`config.mk`:
```
export PLATFORM = sky130hd
export DESIGN_NAME = regfile_scan
export DESIGN_NICKNAME = d
export VERILOG_FILES = /design/src/rtl/regfile_scan.sv
export SDC_FILE = /design/constraint.sdc
export NUM_CORES = 1
export LEC_CHECK = 0
export BUFFER_PORTS_ARGS = -buffer_cell sky130_fd_sc_hd__buf_2
export CELL_PAD_IN_SITES_DETAIL_PLACEMENT = 1
export CELL_PAD_IN_SITES_GLOBAL_PLACEMENT = 2
export CORE_MARGIN = 2
export CORE_UTILIZATION = 35
export CTS_CLUSTER_DIAMETER = 150
export DETAILED_ROUTE_END_ITERATION = 10
export PLACE_DENSITY_LB_ADDON = 0.15
export SYNTH_ARGS = -nofsm -noshare
export SYNTH_HDL_FRONTEND = slang
export SYNTH_SLANG_ARGS = --single-unit
```
`constraint.sdc`:
```
create_clock -name clk -period 2.1 [get_ports clk]
set_clock_uncertainty 0.1 [all_clocks]
set_input_delay 0.21 -clock clk [delete_from_list [all_inputs] [get_ports clk]]
set_output_delay 0.21 -clock clk [all_outputs]
set_load 0.02 [all_outputs]
```
`src/rtl/regfile_scan.sv`:
```
// regfile_scan: parametrised register file for the multicycle RISC datapath.
// Two combinational read ports and one general write port. A dedicated PC
// write port is aliased to register NREGS-1. A valid/ready dump channel
// walks every register for a debug or display consumer.
// Optional feature macro: REGFILE_BYPASS_EN. When it is defined, both read
// ports forward same-cycle write data. dump_data is never forwarded.
module regfile_scan #(
  parameter int WIDTH = 16,
  parameter int NREGS = 8,
  localparam int AW   = $clog2(NREGS)
) (
  input  logic             clk,
  input  logic             reset,
  input  logic [AW-1:0]    rd_addr_a,
  output logic [WIDTH-1:0] rd_data_a,
  input  logic [AW-1:0]    rd_addr_b,
  output logic [WIDTH-1:0] rd_data_b,
  input  logic             wr_en,
  input  logic [AW-1:0]    wr_addr,
  input  logic [WIDTH-1:0] wr_data,
  input  logic             pc_wr_en,
  input  logic [WIDTH-1:0] pc_wr_data,
  input  logic             dump_req,
  input  logic             dump_ready,
  output logic             dump_valid,
  output logic [AW-1:0]    dump_idx,
  output logic [WIDTH-1:0] dump_data,
  output logic             dump_last,
  output logic             busy
);

  localparam logic [AW-1:0] LAST_IDX = AW'(NREGS - 1);

  typedef enum logic {
    IDLE = 1'b0,
    DUMP = 1'b1
  } dump_state_e;

  logic [WIDTH-1:0] regs_q [NREGS];
  logic [WIDTH-1:0] regs_d [NREGS];

  dump_state_e      state_q, state_d;
  logic [AW-1:0]    dump_idx_q, dump_idx_d;
  logic             dump_valid_q;
  logic             busy_q;

  // Next register contents. The general write is applied last, so it
  // overrides a PC write to the same register.
  always_comb begin
    // NOTE: combinational logic uses blocking '='. Each statement sees the
    // result of the previous one, and that ordering gives wr_en priority.
    regs_d = regs_q;
    if (pc_wr_en) regs_d[NREGS-1] = pc_wr_data;
    if (wr_en)    regs_d[wr_addr] = wr_data;
  end

  // Storage update. Reset clears every register.
  always_ff @(posedge clk) begin
    // NOTE: the storage array is cleared on reset, because software expects
    // every register to read as zero after reset. Sequential state uses
    // non-blocking '<='.
    if (reset) begin
      for (int i = 0; i < NREGS; i++) regs_q[i] <= '0;
    end else begin
      regs_q <= regs_d;
    end
  end

  // Read data for one port, with optional same-cycle forwarding.
  function automatic logic [WIDTH-1:0] read_port(
    input logic [AW-1:0]    addr,
    input logic             w_en,
    input logic [AW-1:0]    w_addr,
    input logic [WIDTH-1:0] w_data,
    input logic             p_en,
    input logic [WIDTH-1:0] p_data,
    input logic [WIDTH-1:0] stored
  );
`ifdef REGFILE_BYPASS_EN
    if (w_en && (w_addr == addr))     return w_data;
    else if (p_en && (addr == LAST_IDX)) return p_data;
    else                              return stored;
`else
    // Without forwarding, the pre-edge stored value is returned.
    logic unused;
    unused = w_en ^ p_en ^ (^w_addr) ^ (^w_data) ^ (^p_data) ^ (^addr);
    return stored;
`endif
  endfunction

  // Asynchronous read ports.
  always_comb begin
    rd_data_a = read_port(rd_addr_a, wr_en, wr_addr, wr_data,
                          pc_wr_en, pc_wr_data, regs_q[rd_addr_a]);
    rd_data_b = read_port(rd_addr_b, wr_en, wr_addr, wr_data,
                          pc_wr_en, pc_wr_data, regs_q[rd_addr_b]);
  end

  // Dump sequencer next state. The index advances only on a handshake,
  // and it returns to 0 only through IDLE.
  always_comb begin
    state_d    = state_q;
    dump_idx_d = dump_idx_q;
    unique case (state_q)
      IDLE: begin
        dump_idx_d = '0;
        if (dump_req) state_d = DUMP;
      end
      DUMP: begin
        if (dump_ready) begin
          if (dump_idx_q == LAST_IDX) begin
            state_d    = IDLE;
            dump_idx_d = '0;
          end else begin
            dump_idx_d = dump_idx_q + 1'b1;
          end
        end
      end
      default: begin
        state_d    = IDLE;
        dump_idx_d = '0;
      end
    endcase
  end

  // Dump sequencer state and registered status outputs.
  always_ff @(posedge clk) begin
    if (reset) begin
      state_q      <= IDLE;
      dump_idx_q   <= '0;
      dump_valid_q <= 1'b0;
      busy_q       <= 1'b0;
    end else begin
      state_q      <= state_d;
      dump_idx_q   <= dump_idx_d;
      dump_valid_q <= (state_d == DUMP);
      busy_q       <= (state_d == DUMP);
    end
  end

  // dump_data shows the live register contents, not a snapshot.
  assign dump_valid = dump_valid_q;
  assign busy       = busy_q;
  assign dump_idx   = dump_idx_q;
  assign dump_data  = regs_q[dump_idx_q];
  assign dump_last  = dump_valid_q && (dump_idx_q == LAST_IDX);

endmodule
```
==> results of run 1 <==
==> cells in the final DEF (no fill, tap or decap), types with 13 or more instances in the layout <==
cell type        n
a211oi_1        16
a21oi_1        113
buf_12          13
buf_2           82
buf_4           33
buf_6           18
clkbuf_16       17
dfxtp_1        130
dlygate4sd3_1   13
mux2_2          33
mux2_4          15
mux2i_1         18
mux4_1          19
mux4_2          77
nand2_1        224
nor2_1          20
==> cells by family (layout without fill, tap and decap cells) <==
| family | count (synthesis) | in the layout |
|---|---|---|
| AOI/OAI and AO/OA | 130 | 130 |
| adders and majority gates | 2 | 2 |
| buffers and inverters | 95 | 194 |
| DFF | 132 | 132 |
| muxes | 162 | 162 |
| and+or+nand+nor | 262 | 262 |
==> worst register-to-register path: cells and delay by family, from the launching register on <==
kind            cells  cell delay [ps]
fa+ha+maj           2              310
buf+inv             4              550
simple gates        2              370
flops               1              390
compound gates      1               60
==> per-layer routing <==
metal  vias to the layer above  wire, µm  track usage
met5                         -         0            0
met4                         0       325       0.0703
met3                        23      1450       0.0407
met2                       209     14400        0.419
met1                      3557     12800        0.326
li1                       3023         -            -
==> per-stage QoR <==
step                area, µm²  TNS, ps  hold slack, ps  power [mW]
floorplan                8000        0             224        3.20
global placement         8770        0             365        3.45
detailed placement       8770        0             373        3.48
CTS                      9740    -2950            1.90        6.62
global route             9790    -3390            24.9        6.77
finish                   9790    -2420            24.3        6.54
==> layout make-up <==
cell class,instances,area (µm²)
clock buffers,22,464
clock inverters,9,129
fillers,2525,12800
inverters,1,3.75
multi-input cells,556,4860
flip-flops and latches,132,2650
well taps,285,357
repair buffers,162,1330
==> sequential cells by signal, summed over array words and instances (netlist names) <==
name / count
regs_q: 128
dump_idx: 3
dump_valid: 1
==> power by group through the flow <==
stage / sequential (mW) / combinational [mW] / clock, mW
after floorplan: 2.67 / 0.527 / 0
after global placement: 2.70 / 0.750 / 0
after detailed placement: 2.70 / 0.772 / 0
after CTS: 2.65 / 0.824 / 3.15
after global routing: 2.66 / 0.879 / 3.23
final: 2.65 / 0.821 / 3.06
==> worst min-delay path by stage <==
stage	start	to	slack [ps]	cells after the start
after floorplan	dump_ready	dump_valid	220	1
after detailed placement	regs_q[111]	regs_q[111]	370	2
after global placement	regs_q[38]	regs_q[38]	360	2
after CTS	wr_data[5]	regs_q[85]	2	3
final	wr_data[5]	regs_q[85]	20	3
after global routing	wr_data[13]	regs_q[29]	20	3
==> what timing repair did <==
action	4_1_cts	5_1_grt
hold buffers	13	0
gates cloned	2	0
gates resized for setup	64	10
buffers inserted	6	2
hold endpoints to repair	54	0
pin swaps	0	1
endpoints found under the setup margin	16	18
==> results.txt, run 1 <==
The run finished, with violations left. The checks that failed: negative setup slack. The share of synthesized area in the top cell type comes to 0.330. At the worst endpoint, the arrival time is just under 2000 ps.

The simple-gate share of the synthesized area is 0.138. The share of power burned in registers came out at 0.406. The net total in the final layout came out at approximately 920.

Each instance of the synthesized netlist takes up on average 10.2 µm². The most used flip-flop cell after synthesis is dfxtp_1. The setup-violating endpoint count in the final report is 17. The proportion of synthesized area in mux cells came out at 0.374.

The via count of the first global-routing pass is around 7300. The measured slew at the worst slew-check pin is approximately 640 ps. The total core area came out at around 23000 µm². The synthesized design spends more area on one cell type than any other, namely dfxtp_1. TritonCTS built the clock tree. By area the synthesized netlist is led by dfxtp_1, mux4_2, nand2_1. The net load switching power is between 1.5 and 2 mW. Detailed routing inserted a total of 6812 vias. The remaining max-slew budget at the tightest pin came out at 0.570. The max capacitance violation total is 0. Synthesis produced a netlist whose cell count is 783. The minimum clock period after layout is 2270 ps. The final antenna-violating net count came out at 0. Wires add up to roughly 29 mm. The worst register-to-register path begins at dump_idx[0].

approximately 100 I/O pins were placed. The unique cell type count in the Yosys netlist is 28. Dividing the detail-routed wire length by the instance count gives 24.8 µm. Of the total power, the share spent switching nets is 0.255. The H-tree depth came out at 4. The sequential share of the synthesized area came out at 0.330. The share of the synthesized area in compound gates (AO/OA/AOI/OAI) came to 0.0868. During placement, the flow inserted port buffers numbering 100. The most common cell in the synthesized netlist is nand2_1. The worst hold-check path type is input pin to register.

At the placement stage, the worst setup path has a slack of 171 ps. The worst setup path is launched from a register. The worst setup path endpoint is dump_data[14]. The count of unresolved DRC violations after routing came out at 0. The number of buffers and inverters on the critical path is 2. The final weighted congestion in routability-driven placement is between 0.7 and 0.8. Traced cell by cell, the critical path runs through buf_12 -> mux4_2 -> mux2_4 -> buf_6. The horizontal die dimension came out at around 160 µm. Of the total power, combinational logic draws 0.126.

IR analysis of the VDD net gives a maximum drop of 0.353 mV. The final HPWL from detailed placement is roughly 18 mm. Across every metal layer, demand over resource in global routing totals 0.246. The number of inserted diodes is 0. The share of the clock period used by the worst path after layout came out at 1.08. The number of max-slew violations in the final report is 0.

The first-pass GRT wire length came out at 43.7 mm. The synthesized netlist occupies a cell area of 8000 µm². The synthesized netlist net count came out at roughly 830. The share of flip-flops with an asynchronous set or reset after synthesis came out at 0. The slack of the critical path came out at -173 ps.

The delay contributed by the slowest stage of the critical path is around 500 ps. The total placed cells including tap cells came out at around 1100. By area, the combinational part of the netlist is dominated by multiplexers. The number of synthesis warnings came out at 0.

The number of clock sinks came out at 132. The internal power is 4.87 mW. The type of the setup path with the least slack is register to output pin.

The count of flip-flops with a built-in enable after synthesis is 0. The xor and xnor fraction of the mapped netlist area came out at 0. The area growth from synthesis to layout is 22.4%. The die covers 24100 µm².

The number of cell rows is 55. The clock share of power came out at 0.469. The first detailed-routing pass ran for 5 iterations. For this run, the share of the core covered by cells in the final layout is 0.434. The source-to-sink clock delay at the later pin of the worst-skew pair is about 420 ps. Data on the critical path is required at its endpoint by ~1800 ps. The commonest cells after synthesis are nand2_1, dfxtp_1, a21oi_1, mux4_2, mux2_2. The capturing element type of the critical path is an output pin. The CTS clock-pin slew for the worst setup and hold paths came out at ~60 ps. The maximum number of pins on one net before global-route repair is 45. The maximum clock path buffer count is 2. The launching element of the worst setup path is dump_idx[0]. The die height is 155 µm. The violation count after the first detailed-route iteration is ~350. The adder and majority gate portion of the synthesized area is 0.00313. The worst reg2reg path endpoint is dump_idx[0]. In the final layout, the share of cells above drive strength 1 is 0.353.

The biggest fanout along the worst timing path is 8. The static power due to leakage came out at around 3.7 nW. The power density over cell area is between 600 and 700 nW/µm². The maximum operating frequency came out at ~440 MHz. For this configuration, the core starts out at a cell density of 0.354. The global-route congestion overflow total is 0.

The CTS root buffer is clkbuf_16. The number of hold violations in the final report was 0. In this run the number of cells on the critical path is 4. The highest-delay cell along the critical path is mux4_2.

The number of standard cells in the layout, taps in and fillers out came out at 1167. Setup repair after global routing could not meet its margin everywhere. The number of antenna violations at the first check in global routing is 0. The count of state elements after synthesis came out at between 100 and 150. The CTS buffer count came out at 17. The slack of the worst reg-to-reg path came out at 210 ps. Using the TritonRoute via totals, the vias-per-cell ratio works out to between 5 and 6.

The cell type group with the largest total delay on the critical path is multiplexers. The worst register-to-register path has a depth of 9.
(Power assumes the default switching activity.)
==> inputs of run 2 (changes only) <==
CAP_MARGIN = 10   (was unset)
SKIP_CTS_REPAIR_TIMING = 1   (was unset)
clock period = 2.2 ns   (was 2.1 ns; I/O delays follow)
==> run 2 against run 1 <==
The flow still finishes with violations (negative setup slack). Die area is the same. Sequential share of layout area is 1.1 points higher. Flip-flop and latch count stayed put. First-iteration DRC count increased by 9.8%. Worst hold slack got worse by 13 ps. Clock power fell by 7.2%. Utilization is 1.7 points lower. Setup slack gained 34 ps. Sequential power decreased by 5%. Total power decreased by 6.5%. Non-clock buffer count down 15. Final cell count shrank 1.3%. Highest routed layer is now met5.
==> results.txt, run 2 (synthesized netlist as in run 1, its figures left out) <==
Setup repair after global routing could not meet its margin everywhere. The violation count after the first detailed-route iteration came out at 382 (+9.8%). The final weighted congestion in routability-driven placement came out at 0.771 (-1.4%). The measured slew at the worst slew-check pin came out at 633 ps (-7.95 ps). The CTS buffer count is 17 (unchanged). The remaining max-slew budget at the tightest pin is 0.578 (+0.00774). The number of max-slew violations in the final report came out at 0 (unchanged). The library cell used most frequently in the layout, excluding fill and tap cells, is nand2_1.

The slack of the critical path came out at -139 ps (+33.8 ps). The number of hold violations in the final report is 0 (unchanged). The cell type group with the largest total delay on the critical path is multiplexers.

The max capacitance violation total is 0 (unchanged). The via count of the first global-routing pass is 7033 (-4.2%). The count of unresolved DRC violations after routing is 0 (unchanged). The maximum number of pins on one net before global-route repair came out at 53 (+18%).

The sort of element at the start of the critical path is a register. The number of cell rows is 55 (unchanged). The share of power burned in registers came out at 0.414 (+0.008). The CTS clock-pin slew for the worst setup and hold paths came out at 60 ps (about the same).

The clock tree from TritonCTS is done. The required time at the endpoint of the critical path was 1880 ps (+90 ps). The total placed cells including tap cells is 1114 (+0.090%).

The checks that failed: negative setup slack. After global routing, the most crowded layer is met2. The horizontal die dimension is 155 µm (unchanged). The delay contributed by the slowest stage of the critical path was 550 ps (+50 ps). Of the available clock period, the critical path in the final layout requires 1.06. The wire length after detailed routing came to 28.5 mm (-1.5%). The summed area of non-filler cells in the final layout came out at 9410 µm² (-3.9%). The H-tree depth came out at 4 (unchanged). The area after detailed placement came out at 8730 µm² (-0.49%). The met3 track utilization from global routing is 0.0462 (+0.00557).

The global router's overall resource usage was 0.237 (-0.00983). The global routing met2 resource utilization is 0.394 (-0.0250). The maximum operating frequency is approximately 430 MHz. The routed length per instance came out at 24.7 µm (-0.17%). The number of clock sinks came out at 132 (unchanged). The routed via count divided by cell count is 5.86 (+0.31%). The run finished, with violations left. The maximum clock path buffer count came out at 2 (unchanged). The number of standard cells in the layout, taps in and fillers out came to 1152 (-1.3%).

The net load switching power was 1.55 mW (-7.2%). The final antenna-violating net count came out at 0 (unchanged). The number of vias in the routed layout came to 6745 (-0.98%). The setup-violating endpoint count in the final report came out at 16 (-1). The biggest fanout along the worst timing path came to 11 (+3). The register ranked first by flip-flop count is regs_q. The number of buffers added on ports is 100 (unchanged).

The number of inserted diodes came out at 0 (unchanged). The source-to-sink clock delay at the later pin of the worst-skew pair is 420 ps (about the same). The global routing usage on met1 came to 0.317 (-0.00887). The capturing element type of the critical path is an output pin. The internal power came out at 4.56 mW (-6.3%). The signal on the critical path passes through buf_12 -> mux4_1 -> mux2_2 -> buf_4. The power density over cell area came out at 649 nW/µm² (-2.7%). The number of buffers and inverters on the critical path is 2 (unchanged).

Compared with the post-synthesis result, the final layout area differs by 17.6%. By startpoint and endpoint, the worst setup path is classified as register to output pin. The total core area came out at 22600 µm² (unchanged). The worst hold path belongs to the class input pin to register. The global-route congestion overflow total came to 0 (unchanged). The end-of-flow core utilization was 0.417 (-0.0170). The clock share of power came to 0.465 (-0.004). The number of antenna violations at the first check in global routing is 1 (+1). The number of I/O pins came to 101 (unchanged).

The relative contribution of combinational cells to total power is 0.121 (-0.005). The starting utilization of the core area was 0.354 (unchanged). The die height came out at 155 µm (unchanged). The worst slack at placement came out at 247 ps (+76.3 ps). The die area came to 24100 µm² (unchanged). The top cell types in the final layout, fill and taps aside, are nand2_1, dfxtp_1, a21oi_1. The fraction of layout instances using a drive strength above 1 was 0.338 (-0.0147). After layout, the minimum clock period comes to ~2300 ps. The arrival time reported for the critical path endpoint came out at 2020 ps (+60 ps). The static power due to leakage came to 3.65 nW (-1.9%).

The largest voltage drop on the vdd net came out at 0.321 mV (-9.3%). The first-pass GRT wire length came out at 42.4 mm (-3.0%). CTS placed an instance of clkbuf_16 at the clock tree root.

The proportion of total power due to net switching was 0.254 (-0.00185). The flip-flop count of the largest register after layout was 128 (unchanged). The net total in the final layout came to 904 (-1.6%). The first-pass detailed-route iteration total is 7 (+2).

On the critical path, the stage with the largest delay is an instance of mux4_1. The final HPWL from detailed placement is 18.0 mm (-0.67%).
-- run 2: area by class of cell --
cell class                 instances  area (µm²)
clock buffer                      27         503
clock inverter                     4        70.1
fill                            2527       13200
inverter                           1        3.75
multi-input combinational        556        4810
sequential                       132        2650
tap                              285         357
timing repair buffer             147        1010
-- run 2: final timing paths --
kind	slack [ps]	depth (start not counted)	endpoint	from
setup / recovery	-140	4	dump_data[14]	dump_idx[0]
hold reg to reg	390	2	regs_q[96]	regs_q[96]
hold / removal	10	3	regs_q[67]	wr_data[3]
setup reg to reg	110	6	dump_valid	dump_idx[0]
-- run 2: power groups by stage --
stage,clock (mW),combinational [mW],sequential (mW)
after floorplan,0,0.503,2.55
after global placement,0,0.706,2.57
after detailed placement,0,0.728,2.58
after CTS,2.91,0.732,2.53
after global routing,3.02,0.792,2.54
final,2.84,0.739,2.53
-- run 2: tightest hold or removal path: stages --
cell	delay [ps]
buf_2	150
nand2_1	70
a21oi_1	50
-- run 2: per-layer routing --
layer | routed length, µm | up-vias
met2 | 13700 | 220
met5 | 13 | -
met3 | 1340 | 38
met4 | 481 | 2
met1 | 13000 | 3495
li1 | - | 2990
-- run 2: stage by stage --
stage	power [mW]	hold WS, ps	TNS [ps]
floorplan	3.05	234	0
global placement	3.28	362	0
detailed placement	3.31	378	0
CTS	6.17	-42.8	-2580
global route	6.34	1.89	-2550
finish	6.11	11.8	-1550
